$ cat src/rtl/swan_rho_pkg.sv
// Shared definitions for the folded SWAN rho column-mixing unit.
// Contents:
//   - derived-width helpers: side_size, column_size, k_count
//   - 2-bit FSM state encoding (ST_IDLE, ST_ACC, ST_APPLY, ST_DONE)
//   - configuration legality checks for BLOCK_SIZE / COLUMNS / LANES
package swan_rho_pkg;

  typedef logic [1:0] state_t;

  localparam state_t ST_IDLE  = 2'd0;
  localparam state_t ST_ACC   = 2'd1;
  localparam state_t ST_APPLY = 2'd2;
  localparam state_t ST_DONE  = 2'd3;

  function automatic int unsigned side_size(input int unsigned block_size);
    return block_size / 2;
  endfunction

  function automatic int unsigned column_size(input int unsigned block_size,
                                              input int unsigned columns);
    return (block_size / 2) / columns;
  endfunction

  function automatic int unsigned k_count(input int unsigned columns,
                                          input int unsigned lanes);
    return columns / lanes;
  endfunction

  function automatic bit is_pow2(input int unsigned v);
    return (v != 0) && ((v & (v - 1)) == 0);
  endfunction

  function automatic bit block_size_ok(input int unsigned block_size);
    return (block_size == 64) || (block_size == 128) || (block_size == 256);
  endfunction

  // Even power of two, at least 2, and dividing the half-block evenly.
  function automatic bit columns_ok(input int unsigned block_size,
                                    input int unsigned columns);
    return is_pow2(columns) && (columns >= 2) &&
           (((block_size / 2) % columns) == 0);
  endfunction

  function automatic bit lanes_ok(input int unsigned columns,
                                  input int unsigned lanes);
    return is_pow2(lanes) && (lanes <= columns) && ((columns % lanes) == 0);
  endfunction

endpackage

$ cat src/rtl/rho_lane_xor.sv
// XOR-reduce LANES adjacent columns down to one column-wide word.
// Ports:
//   i_cols  in  LANES*COLUMN_SIZE  packed group of columns
//   o_t     out COLUMN_SIZE        bitwise XOR of all columns in the group
module rho_lane_xor #(
  parameter int unsigned LANES       = 4,
  parameter int unsigned COLUMN_SIZE = 8
) (
  input  logic [LANES*COLUMN_SIZE-1:0] i_cols,
  output logic [COLUMN_SIZE-1:0]       o_t
);

  always_comb begin
    o_t = '0;
    for (int unsigned l = 0; l < LANES; l++) begin
      o_t = o_t ^ i_cols[l*COLUMN_SIZE +: COLUMN_SIZE];
    end
  end

endmodule

$ cat src/rtl/rho_folded.sv
// Folded rho layer: y[i] = x[i] ^ t, t = XOR of all columns of the half-block.
// LANES columns are processed per cycle: K cycles accumulate t, K cycles
// apply it in place, then the result is held in DONE until taken.
// Ports:
//   clk, rst            clock, synchronous active-high reset
//   in_valid/in_ready   input handshake for x (SIDE_SIZE bits, column 0 = MSBs)
//   out_valid/out_ready output handshake for y (same column ordering)
module rho_folded
  import swan_rho_pkg::*;
#(
  parameter int unsigned BLOCK_SIZE = 64,
  parameter int unsigned COLUMNS    = 4,
  parameter int unsigned LANES      = COLUMNS
) (
  input  logic                              clk,
  input  logic                              rst,
  input  logic                              in_valid,
  output logic                              in_ready,
  input  logic [side_size(BLOCK_SIZE)-1:0]  x,
  output logic                              out_valid,
  input  logic                              out_ready,
  output logic [side_size(BLOCK_SIZE)-1:0]  y
);

  localparam int unsigned SIDE = side_size(BLOCK_SIZE);
  localparam int unsigned CS   = column_size(BLOCK_SIZE, COLUMNS);
  localparam int unsigned K    = k_count(COLUMNS, LANES);
  localparam int unsigned LW   = LANES * CS;
  localparam int unsigned CW   = $clog2(COLUMNS);

  // Column index of the last lane group in a phase.
  localparam logic [CW-1:0] COL_LAST = CW'(COLUMNS - LANES);
  // Counter step; wraps to 0 after the last group since COLUMNS is a power of two.
  localparam logic [CW-1:0] COL_STEP = CW'(LANES);

  if (!block_size_ok(BLOCK_SIZE)) begin : g_bad_block
    $error("rho_folded: BLOCK_SIZE must be 64, 128 or 256");
  end
  if (!columns_ok(BLOCK_SIZE, COLUMNS)) begin : g_bad_columns
    $error("rho_folded: COLUMNS must be an even power of two >= 2");
  end
  if (!lanes_ok(COLUMNS, LANES)) begin : g_bad_lanes
    $error("rho_folded: LANES must be a power of two dividing COLUMNS");
  end

  state_t          r_state;
  logic [SIDE-1:0] r_buf;
  logic [CS-1:0]   r_t;
  logic [CW-1:0]   r_col;

  logic [LW-1:0]   w_grp [K];
  logic [LW-1:0]   w_sel;
  logic [CS-1:0]   w_lane_t;
  logic            w_accept;

  // Lane group g covers columns g*LANES .. g*LANES+LANES-1, MSB-first.
  for (genvar g = 0; g < K; g++) begin : g_groups
    assign w_grp[g] = r_buf[SIDE-1-g*LW -: LW];
  end

  // Pick the group addressed by the column counter.
  always_comb begin
    w_sel = '0;
    for (int unsigned g = 0; g < K; g++) begin
      if (CW'(g * LANES) == r_col) begin
        w_sel = w_grp[g];
      end
    end
  end

  rho_lane_xor #(
    .LANES       (LANES),
    .COLUMN_SIZE (CS)
  ) u_lane_xor (
    .i_cols (w_sel),
    .o_t    (w_lane_t)
  );

  // DONE accepts a new block in the same cycle the result is taken.
  assign in_ready  = (r_state == ST_IDLE) || ((r_state == ST_DONE) && out_ready);
  assign out_valid = (r_state == ST_DONE);
  assign y         = r_buf;
  assign w_accept  = in_valid && in_ready;

  always_ff @(posedge clk) begin
    if (rst) begin
      r_state <= ST_IDLE;
      r_buf   <= '0;
      r_t     <= '0;
      r_col   <= '0;
    end else begin
      case (r_state)
        ST_IDLE, ST_DONE: begin
          if (w_accept) begin
            r_buf   <= x;
            r_t     <= '0;
            r_col   <= '0;
            r_state <= ST_ACC;
          end else if (r_state == ST_DONE && out_ready) begin
            r_state <= ST_IDLE;
          end
        end
        ST_ACC: begin
          r_t   <= r_t ^ w_lane_t;
          r_col <= r_col + COL_STEP;
          if (r_col == COL_LAST) begin
            r_state <= ST_APPLY;
          end
        end
        ST_APPLY: begin
          for (int unsigned g = 0; g < K; g++) begin
            if (CW'(g * LANES) == r_col) begin
              r_buf[SIDE-1-g*LW -: LW] <= w_grp[g] ^ {LANES{r_t}};
            end
          end
          r_col <= r_col + COL_STEP;
          if (r_col == COL_LAST) begin
            r_state <= ST_DONE;
          end
        end
        default: r_state <= ST_IDLE;
      endcase
    end
  end

endmodule

$ cat config.mk
export PLATFORM = sky130hd
export DESIGN_NAME = rho_folded
export DESIGN_NICKNAME = d
export VERILOG_FILES = /design/src/rtl/swan_rho_pkg.sv /design/src/rtl/rho_lane_xor.sv /design/src/rtl/rho_folded.sv
export SDC_FILE = /design/constraint.sdc
export NUM_CORES = 1
export LEC_CHECK = 0
export ABC_AREA = 1
export BUFFER_PORTS_ARGS = -buffer_cell sky130_fd_sc_hd__buf_2
export CAP_MARGIN = 40
export CORE_MARGIN = 4
export CORE_UTILIZATION = 53
export DETAILED_ROUTE_END_ITERATION = 7
export PLACE_DENSITY_LB_ADDON = 0.25
export SLEW_MARGIN = 20
export SYNTH_ARGS = -nofsm -noshare
export SYNTH_HDL_FRONTEND = slang
export SYNTH_SLANG_ARGS = --single-unit
$ cat constraint.sdc
create_clock -name clk -period 2 [get_ports clk]
set_clock_uncertainty 0.15 [all_clocks]
set_input_delay 0.2 -clock clk [delete_from_list [all_inputs] [get_ports clk]]
set_output_delay 0.2 -clock clk [all_outputs]
set_load 0.01 [all_outputs]
==> impl_summary.log, run 1 <==
[metrics] detail-routed via count per cell: 5.37
[metrics] wire length per cell after detailed routing: 12.9 um
[metrics] r2r setup slk: 0.22 ns
[metrics] maximum fanout count along the critical path: 8
[metrics] die outline area: between 6000 and 7000 um^2
[metrics] number of top-level pins: 70
[metrics] wire length of the first global-routing pass: 10.8 mm
[metrics] core footprint: 4690 um^2
[metrics] remaining antenna violation count after routing: 0
[metrics] FF-to-FF path depth: 7
[metrics] category of the worst setup path capture point: flip-flop
[metrics] final instance count without filler cells: 508
[metrics] DRT Pass-1 Iters: 4
[metrics] initial antenna violation count: 0
[metrics] Slew @ Worst Pin: 0.407 ns
[metrics] final-layout fill cell count: roughly 440
[metrics] run status: finished clean
[metrics] number of H-tree levels: 2
[metrics] areal power density over the cells: 1450 nW/um^2
[metrics] net count of the finished layout: 493
[metrics] Max Root-Sink Buffers: 2
[metrics] Die X: 77.5 um
[metrics] source-to-sink clock delay at the later pin of the worst-skew pair: 0.29 ns
[metrics] fraction of the yosys area taken by sequential cells: 32.8%
[metrics] library cell used as clock root buffer: sky130_fd_sc_hd__clkbuf_8
[metrics] buffers added on ports: 69
[metrics] RR Startpoint: r_state[0]
[metrics] unrepaired setup endpoints after global routing: no
[metrics] leak pwr: approximately 0.0014 uW
[metrics] Resized cells post-CTS: 0
[metrics] post-cts hold buffer count: 0
[metrics] type of the worst setup path: flip-flop to flip-flop
[metrics] leading cell types by total area after synthesis: sky130_fd_sc_hd__dfxtp_1, sky130_fd_sc_hd__nand2_1, sky130_fd_sc_hd__nand3_1, sky130_fd_sc_hd__o21ai_0, sky130_fd_sc_hd__a21oi_1
[metrics] Reg2Reg Capture Point: r_t[3]
[metrics] Synth Net Count: about 430
[metrics] Routed WL: 6.57 mm
[metrics] number of synthesized register bits: 42
[metrics] start point of the worst hold path: rst
[metrics] crit path launch: r_state[0]
[metrics] Remaining Overflow, GRT: 0
[metrics] synth-to-layout area growth: 19.9%
[metrics] achievable frequency: 563 MHz
[metrics] final setup violation count: 0
[metrics] Synth Warn #: 0
[metrics] Remaining DRCs: 0
[metrics] number of vias in the routed layout: between 2000 and 3000
[metrics] initial DRC count: around 140
[metrics] total half-perimeter wirelength after legalization and detailed placement: ~4.7 mm
[metrics] TritonCTS buffer count: 5
[metrics] syn_area_per_cell: 6.50 um^2
[metrics] crit path time final: 1.78 ns
[metrics] clock-pin transition on the worst setup and hold timing paths: 0.08 ns
[metrics] number of cells produced by synthesis: roughly 390
[metrics] area share of the leading cell type in the synthesized netlist: 32.8%
[metrics] Total GRT Usage: 21.6%
[metrics] max-cap violations: 0
[metrics] Post-CTS Setup Repair Bufs: 0
[metrics] TritonCTS clock tree: yes
[metrics] vias in the first global route: ~2400
[metrics] endpoints failing hold: 0
[metrics] Die Y: between 70 and 80 um
[metrics] arrival time reported for the critical path endpoint: 1.86 ns
[metrics] hold crit path type: input port to flip-flop
[metrics] kind of start point of the critical path: flip-flop
[metrics] fraction of final layout cells with drive strength greater than 1: 21.8%
[metrics] maximum number of pins on one net before global-route repair: 30
[metrics] Post-Synthesis Cell Area: 2560 um^2
[metrics] most common library cell in the layout ignoring fill and taps: sky130_fd_sc_hd__nand2_1
[metrics] routability congestion estimate from global placement: 0.828
[metrics] final period utilization: 88.9%
[metrics] final antenna diode count: 0
[metrics] leading cell types in the layout, fill and taps excluded: sky130_fd_sc_hd__nand2_1, sky130_fd_sc_hd__buf_2, sky130_fd_sc_hd__nand3_1
[metrics] CTS Sinks: 42
[metrics] library cell with the largest summed area after synthesis: sky130_fd_sc_hd__dfxtp_1
[metrics] setup TNS: 0 ns
[metrics] Placed Cells incl. Taps: 500
[metrics] worst vdd ir: 900 uV
[metrics] Cell variety after synth: 22
[metrics] Slew Limit Headroom: 72.9%
[metrics] Critical path destination: r_t[3]
[metrics] fin. max-slew vios: 0
[metrics] effective utilization at floorplan: 54.6%
[metrics] placement row count: 25
[metrics] required time at the worst-slack endpoint: approximately 2.1 ns
==> routing by layer <==
| layer | GRT usage, % | wire length (um) | up-vias | share of wire [%] |
|---|---|---|---|---|
| met5 | 0 | 0 | - | 0 |
| met4 | 7.65 | 101 | 0 | 1.5 |
| met3 | 3.13 | 334 | 9 | 5.1 |
| met2 | 37.0 | 3140 | 79 | 48 |
| met1 | 27.5 | 2990 | 1232 | 46 |
| li1 | - | - | 1407 | - |
==> layout make-up <==
class / count / area [um^2] / area share, %
Inverter: 32 / 120 / 3.91
Clock inverter: 3 / 40.0 / 1.30
Clock buffer: 5 / 68.8 / 2.24
Sequential cell: 42 / 841 / 27.4
Multi-Input combinational cell: 297 / 1500 / 48.8
Timing Repair Buffer: 75 / 435 / 14.2
Tap cell: 54 / 67.6 / 2.20
==> worst max-delay path, stage by stage (launching register included) <==
cell and delay [ns]:
sky130_fd_sc_hd__dfxtp_1 0.38, sky130_fd_sc_hd__inv_1 0.08, sky130_fd_sc_hd__ha_1 0.36, sky130_fd_sc_hd__inv_1 0.23, sky130_fd_sc_hd__nand2_1 0.14, sky130_fd_sc_hd__o21ai_4 0.14, sky130_fd_sc_hd__nand2_1 0.08, sky130_fd_sc_hd__a21oi_1 0.15
==> kinds of logic after synthesis <==
| family | Yosys count | share of synthesized area, % |
|---|---|---|
| compound gates | 85 | 18.6 |
| xor+xnor | 16 | 5.47 |
| fa+ha+maj | 4 | 1.96 |
| buf+inv | 55 | 9.34 |
| flops | 42 | 32.8 |
| simple gates | 192 | 31.8 |
==> synthesized netlist by cell type, drive strengths merged <==
cell    count
o21ai      51
nand2     111
nor2       16
inv        32
clkbuf      4
a21oi      33
xor2        8
ha          4
nand3      64
dfxtp      42
buf        19
a21boi      1
xnor2       8
nand4       1
==> through the flow <==
stage | utilization [%] | worst slack (ns) | hold slack (ns) | total power, uW | area, um^2
2_1_floorplan | - | 0.350 | 0.276 | 3060 | 2560
3_3_place_gp | 62.2 | 0.221 | 0.330 | 3660 | 2920
3_5_place_dp | 62.7 | 0.136 | 0.345 | 3740 | 2940
4_1_cts | 65.1 | 0.118 | 0.0599 | 4420 | 3050
5_1_grt | 65.4 | 0.0672 | 0.0905 | 4800 | 3070
6_report | 65.4 | 0.222 | 0.0826 | 4450 | 3070
==> where the power goes <==
group	leakage [uW]	switching, uW	internal (uW)	total, uW
clock network	0.0000579	297	368	665
registers	0.000345	298	1080	1380
logic	0.00105	1500	903	2400
==> how the worst min path moves through the flow <==
| stage | to | depth (start not counted) |
|---|---|---|
| floorplan | r_state[0] | 3 |
| global placement | y[12] | 2 |
| detailed placement | y[9] | 2 |
| CTS | r_t[4] | 2 |
| global route | r_t[3] | 2 |
| finish | r_t[5] | 2 |
==> registers in the layout, indices dropped and copies added (netlist names) <==
signal	cells
r_t	8
y	32
r_state	2
Note: power is estimated with default switching activity, not from simulation.
==> inputs of run 2 (changes only) <==
--- a/config.mk
+++ b/config.mk
@@ -8,7 +8,6 @@
 export ABC_AREA = 1
 export BUFFER_PORTS_ARGS = -buffer_cell sky130_fd_sc_hd__buf_2
 export CAP_MARGIN = 40
-export CORE_MARGIN = 4
 export CORE_UTILIZATION = 53
 export DETAILED_ROUTE_END_ITERATION = 7
 export PLACE_DENSITY_LB_ADDON = 0.25
==> impl_summary.log, run 2 (synthesis results as in run 1) <==
[metrics] run status: finished clean
[metrics] category of the worst setup path capture point: flip-flop
[metrics] routability congestion estimate from global placement: 0.811
[metrics] core occupancy in the finished layout: roughly two thirds
[metrics] clock-pin transition on the worst setup and hold timing paths: approximately 0.090 ns
[metrics] total half-perimeter wirelength after legalization and detailed placement: 4.40 mm
[metrics] Die X: 71.5 um
[metrics] net count of the finished layout: 494
[metrics] CTS Sinks: 42
[metrics] worst vdd ir: 691 uV
[metrics] number of H-tree levels: 2
[metrics] most prevalent standard cell on the critical path: sky130_fd_sc_hd__inv_1
[metrics] fin. max-slew vios: 0
[metrics] achievable frequency: 547 MHz
[metrics] wire length per cell after detailed routing: 12.3 um
[metrics] final instance count without filler cells: between 500 and 600
[metrics] Post-CTS Setup Repair Bufs: 0
[metrics] leading cell types in the layout, fill and taps excluded: sky130_fd_sc_hd__nand2_1, sky130_fd_sc_hd__buf_2, sky130_fd_sc_hd__nand3_1
[metrics] cell-by-cell trace of the critical path: inv_1 > ha_1 > inv_1 > o21ai_2 > nand2_1 > a21oi_1
[metrics] placement row count: 24
[metrics] maximum number of pins on one net before global-route repair: 25
[metrics] TritonCTS buffer count: 5
[metrics] Routed WL: ~6.2 mm
[metrics] detail-routed via count per cell: 5.42
[metrics] maximum fanout count along the critical path: 8
[metrics] library cell used as clock root buffer: sky130_fd_sc_hd__clkbuf_8
[metrics] type of the worst setup path: flip-flop to flip-flop
[metrics] initial antenna violation count: 0
[metrics] Max Root-Sink Buffers: 2
[metrics] core footprint: 4500 um^2
[metrics] source-to-sink clock delay at the later pin of the worst-skew pair: about 0.30 ns
[metrics] number of vias in the routed layout: 2748
[metrics] crit path time final: 1.83 ns
[metrics] areal power density over the cells: 1440 nW/um^2
[metrics] vias in the first global route: 2422
[metrics] buffers added on ports: 69
[metrics] most common library cell in the layout ignoring fill and taps: sky130_fd_sc_hd__nand2_1
[metrics] wire length of the first global-routing pass: 10.6 mm
[metrics] Slew Limit Headroom: approximately two thirds
[metrics] initial DRC count: roughly 160
[metrics] endpoints failing hold: 0
[metrics] Die Y: 71.5 um
[metrics] die outline area: 5110 um^2
[metrics] hold crit path type: input port to flip-flop
[metrics] Total GRT Usage: 26.0%
[metrics] remaining antenna violation count after routing: 0
[metrics] Slew @ Worst Pin: ~0.50 ns
[metrics] kind of start point of the critical path: flip-flop
[metrics] final setup violation count: 0
[metrics] max reg flops: 32
[metrics] final period utilization: roughly nine tenths
[metrics] max-cap violations: 0
[metrics] synth-to-layout area growth: 18.0%
[metrics] setup TNS: 0 ns
[metrics] Placed Cells incl. Taps: between 400 and 500
[metrics] Remaining Overflow, GRT: 0
[metrics] critical path buffer and inverter count: 2
[metrics] gate family responsible for the most delay along the worst path: compound AO/OA/AOI/OAI gates
[metrics] DRT Pass-1 Iters: 4
[metrics] effective utilization at floorplan: 56.8%
[metrics] final antenna diode count: 0
[metrics] slowest stage cell on the critical path: sky130_fd_sc_hd__dfxtp_1
[metrics] Remaining DRCs: 0
[metrics] number of top-level pins: 70
[metrics] total power draw: 4340 uW
[metrics] unrepaired setup endpoints after global routing: no
[metrics] leak pwr: 0.00144 uW
[metrics] fraction of final layout cells with drive strength greater than 1: 21.8%
[metrics] required time at the worst-slack endpoint: 2.08 ns
[metrics] arrival time reported for the critical path endpoint: 1.91 ns
[metrics] Worst path max stage delay: 0.38 ns
[metrics] TritonCTS clock tree: yes
## run 2: cell types whose count changed in the layout (fill, tap and decap cells not counted), sizes merged
cell  previous run  this run
buf             75        76
## run 2: per-stage QoR
step                worst slack [ns]  cell area, um^2  hold WS [ns]
CTS                            0.129             3010        0.0455
detailed placement             0.155             2900         0.343
global route                 0.00755             3020        0.0567
global placement               0.285             2900         0.332
finish                         0.172             3020        0.0497
floorplan                      0.350             2560         0.276
## run 2: layer usage
layer	routed length (um)	vias to the layer above	global-route usage [%]
met3	288	7	4.92
met2	2950	77	45.1
li1	-	1409	-
met5	0	-	0
met1	2930	1255	33.3
met4	57	0	6.75
## run 2: final cells by class
cell class | count | area (um^2)
Timing Repair Buffer | 76 | 398
Tap cell | 52 | 65.1
Multi-Input combinational cell | 297 | 1490
Inverter | 32 | 120
Sequential cell | 42 | 841
Clock inverter | 3 | 40.0
Fill cell | 428 | 1480
Clock buffer | 5 | 68.8
## run 2: path summary, 6_finish.rpt
check,startpoint,end,slack [ns],cells after the start
setup / recovery,r_state[0],r_t[7],0.17,6
hold / removal,rst,r_t[5],0.05,2
setup reg to reg,r_state[0],r_t[7],0.17,6
hold reg to reg,y[9],y[9],0.35,2
## run 2: report_power, final
part	leakage (uW)	switching, uW	total [uW]	internal, uW
clock network	0.0000579	302	670	368
registers	0.000345	297	1380	1080
logic	0.00103	1460	2290	837
total	0.00144	2060	4340	2290
## run 2: what timing repair did
item	in CTS	in global routing
hold buffers	0	0
resized for setup	0	1
endpoints found under the setup margin	0	3
